## config.mk

```make
export PLATFORM = sky130hd
export DESIGN_NAME = ins_decode_stage
export DESIGN_NICKNAME = d
export VERILOG_FILES = /design/src/rtl/ins_decode_stage.sv
export SDC_FILE = /design/constraint.sdc
export NUM_CORES = 1
export LEC_CHECK = 0
export ABC_AREA = 0
export CAP_MARGIN = 20
export CORE_ASPECT_RATIO = 1.25
export CORE_UTILIZATION = 50
export CTS_CLUSTER_DIAMETER = 200
export CTS_CLUSTER_SIZE = 24
export DETAILED_ROUTE_END_ITERATION = 7
export PLACE_DENSITY = 0.81
export SETUP_SLACK_MARGIN = 0.05
export SLEW_MARGIN = 20
export SYNTH_ARGS = -nofsm -noshare
export SYNTH_HDL_FRONTEND = slang
export SYNTH_SLANG_ARGS = --single-unit
```

## constraint.sdc

```tcl
create_clock -name clk -period 7.05 [get_ports clk]
set_input_delay 2.115 -clock clk [delete_from_list [all_inputs] [get_ports clk]]
set_output_delay 2.115 -clock clk [all_outputs]
set_load 0.01 [all_outputs]
```

## src/rtl/ins_decode_stage.sv

```systemverilog
// Instruction-decode stage: a small FIFO of fetched {instr, pc} pairs with
// combinational decode of the head entry into MIPS R/I/J fields and targets.
module ins_decode_stage #(
    parameter int unsigned XLEN  = 32,
    parameter int unsigned DEPTH = 2
) (
    input  logic            clk,
    input  logic            rst_n,
    input  logic            in_valid,
    output logic            in_ready,
    input  logic [31:0]     in_instr,
    input  logic [XLEN-1:0] in_pc,
    input  logic            flush,
    output logic            out_valid,
    input  logic            out_ready,
    output logic [1:0]      out_fmt,
    output logic [5:0]      out_opcode,
    output logic [4:0]      out_rs,
    output logic [4:0]      out_rt,
    output logic [4:0]      out_rd,
    output logic [4:0]      out_shamt,
    output logic [5:0]      out_funct,
    output logic [XLEN-1:0] out_imm_ext,
    output logic [XLEN-1:0] out_br_target,
    output logic [XLEN-1:0] out_jaddr,
    output logic [XLEN-1:0] out_pc
);

    localparam int unsigned PW = $clog2(DEPTH);

    logic [31:0]     instr_q [DEPTH];
    logic [XLEN-1:0] pc_q    [DEPTH];
    logic [PW-1:0]   rd_ptr_q, wr_ptr_q;
    logic [PW:0]     count_q;

    logic            push, pop;
    logic [31:0]     head_instr;
    logic [XLEN-1:0] head_pc, pc4, sext, br;
    logic [5:0]      op;
    logic [15:0]     imm16;

    assign in_ready  = count_q < (PW + 1)'(DEPTH);
    assign out_valid = count_q != '0;
    assign push      = in_valid && in_ready && !flush;
    assign pop       = out_valid && out_ready && !flush;

    // FIFO storage, pointers and occupancy; flush wins over push/pop
    always_ff @(posedge clk or negedge rst_n) begin
        if (!rst_n) begin
            rd_ptr_q <= '0;
            wr_ptr_q <= '0;
            count_q  <= '0;
            for (int unsigned i = 0; i < DEPTH; i++) begin
                instr_q[i] <= '0;
                pc_q[i]    <= '0;
            end
        end else if (flush) begin
            rd_ptr_q <= '0;
            wr_ptr_q <= '0;
            count_q  <= '0;
        end else begin
            if (push) begin
                instr_q[wr_ptr_q] <= in_instr;
                pc_q[wr_ptr_q]    <= in_pc;
                wr_ptr_q          <= wr_ptr_q + 1'b1;
            end
            if (pop) begin
                rd_ptr_q <= rd_ptr_q + 1'b1;
            end
            if (push && !pop) begin
                count_q <= count_q + 1'b1;
            end else if (pop && !push) begin
                count_q <= count_q - 1'b1;
            end
        end
    end

    assign head_instr = instr_q[rd_ptr_q];
    assign head_pc    = pc_q[rd_ptr_q];
    assign op         = head_instr[31:26];
    assign imm16      = head_instr[15:0];
    assign pc4        = head_pc + XLEN'(4);
    assign sext       = XLEN'($signed(imm16));
    assign br         = pc4 + {sext[XLEN-3:0], 2'b00};

    // Decode of the head entry; everything is zero while the FIFO is empty
    always_comb begin
        out_fmt       = 2'd0;
        out_opcode    = '0;
        out_rs        = '0;
        out_rt        = '0;
        out_rd        = '0;
        out_shamt     = '0;
        out_funct     = '0;
        out_imm_ext   = '0;
        out_br_target = '0;
        out_jaddr     = '0;
        out_pc        = '0;
        if (out_valid) begin
            out_opcode = op;
            out_pc     = head_pc;
            case (op)
                6'h00: begin
                    out_fmt   = 2'd0;
                    out_rs    = head_instr[25:21];
                    out_rt    = head_instr[20:16];
                    out_rd    = head_instr[15:11];
                    out_shamt = head_instr[10:6];
                    out_funct = head_instr[5:0];
                end
                6'h02, 6'h03: begin
                    out_fmt   = 2'd2;
                    out_jaddr = {pc4[XLEN-1:28], head_instr[25:0], 2'b00};
                end
                default: begin
                    out_fmt       = 2'd1;
                    out_rs        = head_instr[25:21];
                    out_rt        = head_instr[20:16];
                    out_br_target = br;
                    case (op)
                        6'h0C, 6'h0D, 6'h0E: out_imm_ext = XLEN'(imm16);
                        6'h0F:               out_imm_ext = XLEN'({imm16, 16'h0000});
                        default:             out_imm_ext = sext;
                    endcase
                end
            endcase
        end
    end

endmodule

```

==> summary.md <==
| Metric | Value |
|---|---|
| Pwr dens | `roughly 330 mW/mm²` |
| Yosys warning total | `0` |
| Tot Pwr | `between 4 and 5 mW` |
| Longest individual stage delay on the worst path | `0.60 ns` |
| Unrepaired setup endpoints after global routing | `yes` |
| Growth of design area from synthesis to finish | `34.7%` |
| Total core area | `~0.018 mm²` |
| Hold Path Depth | `1` |
| Drt via density | `~5.7` |
| Total count of max-transition violations in the final report | `0` |
| Post-route worst hold slack | `about 0.50 ns` |
| Nets | `~1,300` |
| R2R Path Start | `count_q[1]$_DFFE_PN0P_` |
| Number of enable flip-flop cells after synthesis | `0` |
| Synth Register Bits | `132` |
| Outcome | `complete, no violations` |
| Actual transition at the worst max-transition pin | `between 0.9 and 1 ns` |
| TritonCTS clock tree | `built` |
| CP required | `around 4.9 ns` |
| Post-synthesis share of cell area spent on xor and xnor gates | `0.0515` |
| Wire length per cell after detailed routing | `19.3 µm` |
| Crit path time final | `6.82 ns` |
| Effective utilization at floorplan | `0.509` |
| Global-route congestion overflow total | `0` |
| Global-route wire length before repair | `about 43 mm` |
| Final sum of negative setup slack | `0 ns` |
| Post-layout utilization of the core | `0.686` |
| Fraction of synthesized area in multiplexers | `0.229` |
| Netlist area before placement | `just over 0.009 mm²` |
| Static leakage | `about 5.1 nW` |
| Max Clock Skew | `between 0.005 and 0.006 ns` |
| Number of diodes added for antenna fixing | `0` |
| Count of endpoints failing setup in the final report | `0` |
| FF-to-FF End | `instr_q[12]$_DFFE_PN0P_` |
| Count of H-tree levels built during CTS | `4` |
| Vias in the first global route | `roughly 8,000` |
| Clock transition time at the flip-flop clock pins of the worst setup and hold paths | `approximately 0.06 ns` |
| Startpoint type of the worst setup path | `flip-flop` |
| HPWL after detailed placement | `20.3 mm` |
| Largest net degree at the start of global routing | `between 80 and 90` |
| Count of cell types in the netlist | `70` |
| Crit path max-delay cell type | `clkdlybuf4s50_1` |
| Ratio of final minimum period to clock period | `0.967` |
| Top_reg_cell synth | `dfrtp_1` |
| Endpoint of the worst hold-timing path | `pc_q[30]$_DFFE_PN0P_` |
| R2R Setup Slk | `4.85 ns` |
| Clock sink count | `~130` |
| Number of hold violations in the final report | `0` |
| Combinational family with the most area after synthesis | `multiplexers` |
| Type of the worst min-delay path | `flip-flop to flip-flop` |
| Capturing element type of the critical path | `output port` |
| Gpl congestion | `slightly below 1` |
| Share of synthesized cell area in and, or, nand and nor gates | `0.166` |
| Number of buffers added by the clock tree synthesis step | `17` |
| Standard cell area after detailed placement | `about 0.012 mm²` |
| Achievable frequency | `about 150 MHz` |
| Most frequent cells in the layout | `clkdlybuf4s50_1, nor2_1, dfrtp_1` |
| Sequence of cells on the critical path | `buf_8 > nand3b_1 > a22oi_2 > and4_4 > nand2_1 > xor2_1 > mux2i_1 > ha_1 > a21o_1 > a21o_1 > a21oi_1 > nor2_1 > a211oi_1 > nand3_1 > a21oi_1 > clkdlybuf4s50_1` |
| Ys async rst share | `1.00` |
| Sequential area share after synthesis | `0.360` |
| Die span in x | `123 µm` |
| Pre-CTS worst setup slack | `0.464 ns` |
| Synth Instances | `951` |
| Cell Count Post-Placement | `1,388` |
| Most common cell after layout, fill and taps aside | `clkdlybuf4s50_1` |
| Post-synthesis compound-gate area fraction | `0.103` |
| Highest net fanout along the worst path | `17` |
| DRC violation count after routing | `0` |
| Io pins | `between 200 and 250` |
| Peak supply drop | `roughly 190 µV` |
| Count of placed standard cells in the final layout, fillers left out | `between 1,000 and 1,500` |
| Post-route cell area | `0.0124 mm²` |
| Number of antenna violations at the first check in global routing | `0` |
| Detailed-router iteration count before antenna repair | `5` |
| Worst Path Arrival | `~4.7 ns` |
| Fin worst setup slack | `approximately 0.23 ns` |
| Total via count in the routed design | `~8,000` |
| Root buffer cell | `clkbuf_16` |
| Post-synthesis share of cell area spent on full adders, half adders and majority gates | `0.0499` |
| Worst slew margin | `0.368` |
| Die Area | `0.0189 mm²` |
| Drt initial violations | `between 400 and 500` |
| Worst-case clock buffer depth | `2` |
| Crit path kind | `flip-flop to output port` |
| Antenna viol nets, final | `0` |
| Min-Delay Startpoint | `pc_q[30]$_DFFE_PN0P_` |
| Global routing usage summed across all routing layers | `0.294` |
| Total wirelength of the detailed-routed design | `27.5 mm` |
| Reg2Reg Depth | `5` |
| Clock latency on the worst-skew pair | `0.42 ns` |
| I/O Buffers | `230` |
| Placement Rows | `55` |
| Post-synthesis area per instance | `9.65 µm²` |
| Total of max-cap violations | `0` |
| Layout cells sized above 1 | `0.184` |
| Die height | `approximately 150 µm` |
## area by class of cell
| class | count | area [µm²] |
|---|---|---|
| inverters | 29 | 109 |
| flip-flops and latches | 132 | 3310 |
| well taps | 228 | 285 |
| fillers | 1429 | 5660 |
| clock inverters | 9 | 106 |
| repair buffers | 257 | 2530 |
| multi-input cells | 746 | 5580 |
| clock buffers | 21 | 460 |
## kinds of logic after synthesis
kind of cell,after synthesis
xor gates and xnor gates,54
and+or+nand+nor,312
other,1
muxes,194
AOI/OAI and AO/OA,148
buffers and inverters,74
adders and majority gates,36
DFF,132
## metal layers
metal | up-vias | wire length, µm | global-route usage
met5 | - | 0 | 0
met4 | 0 | 1020 | 0.133
met3 | 62 | 1390 | 0.0582
met2 | 263 | 14200 | 0.507
met1 | 3964 | 10900 | 0.348
li1 | 3816 | - | -
## worst max-delay path, delay by kind of cell, from the launching register on
kind | cells | cell delay, ns
AOI/OAI and AO/OA | 6 | 1.46
xor gates and xnor gates | 1 | 0.14
adders and majority gates | 1 | 0.28
buffers and inverters | 2 | 0.80
DFF | 1 | 0.57
muxes | 1 | 0.20
and+or+nand+nor | 5 | 0.83
## what timing repair did
item	4_1_cts	5_1_grt
buffers inserted	1	3
pin swaps	0	0
hold buffers	0	0
resized for setup	0	8
endpoints found under the setup margin	2	8
## worst max path at each step
stage                          from           endpoint
3_5_place_dp   rd_ptr_q$_DFFE_PN0P_  out_br_target[27]
4_1_cts        rd_ptr_q$_DFFE_PN0P_  out_br_target[27]
3_3_place_gp   rd_ptr_q$_DFFE_PN0P_  out_br_target[27]
6_report       rd_ptr_q$_DFFE_PN0P_  out_br_target[30]
2_1_floorplan  rd_ptr_q$_DFFE_PN0P_  out_br_target[27]
5_1_grt        rd_ptr_q$_DFFE_PN0P_  out_br_target[30]
## sequential cells by signal, summed over array words and instances, names as in the netlist
signal    count
instr_q      64
rd_ptr_q      1
count_q       2
pc_q         64
wr_ptr_q      1
## cells in the mapped netlist, drive strengths merged (6+ instances only)
master  count  area, µm²
clkbuf     14       52.6
and3        6       37.5
nor3       14       70.1
a21oi      56        292
nand3      18       95.1
nand4      14        103
o21ai      28        144
xnor2      29        254
ha         35        438
nand3b      7       65.1
mux2      129       1450
nand2      47        181
inv        29        109
and4        8       72.6
a21o       23        173
buf        31        204
nor2      157        589
dfrtp     132       3300
mux2i      65        651
and2       13       83.8
or2         7       43.8
xor2       25        219
## where the power goes
part | internal (mW) | switching, mW
logic | 0.984 | 1.11
registers | 0.975 | 0.182
clock network | 0.533 | 0.327
total | 2.49 | 1.62
No activity file was read; power rests on OpenSTA's default activity.
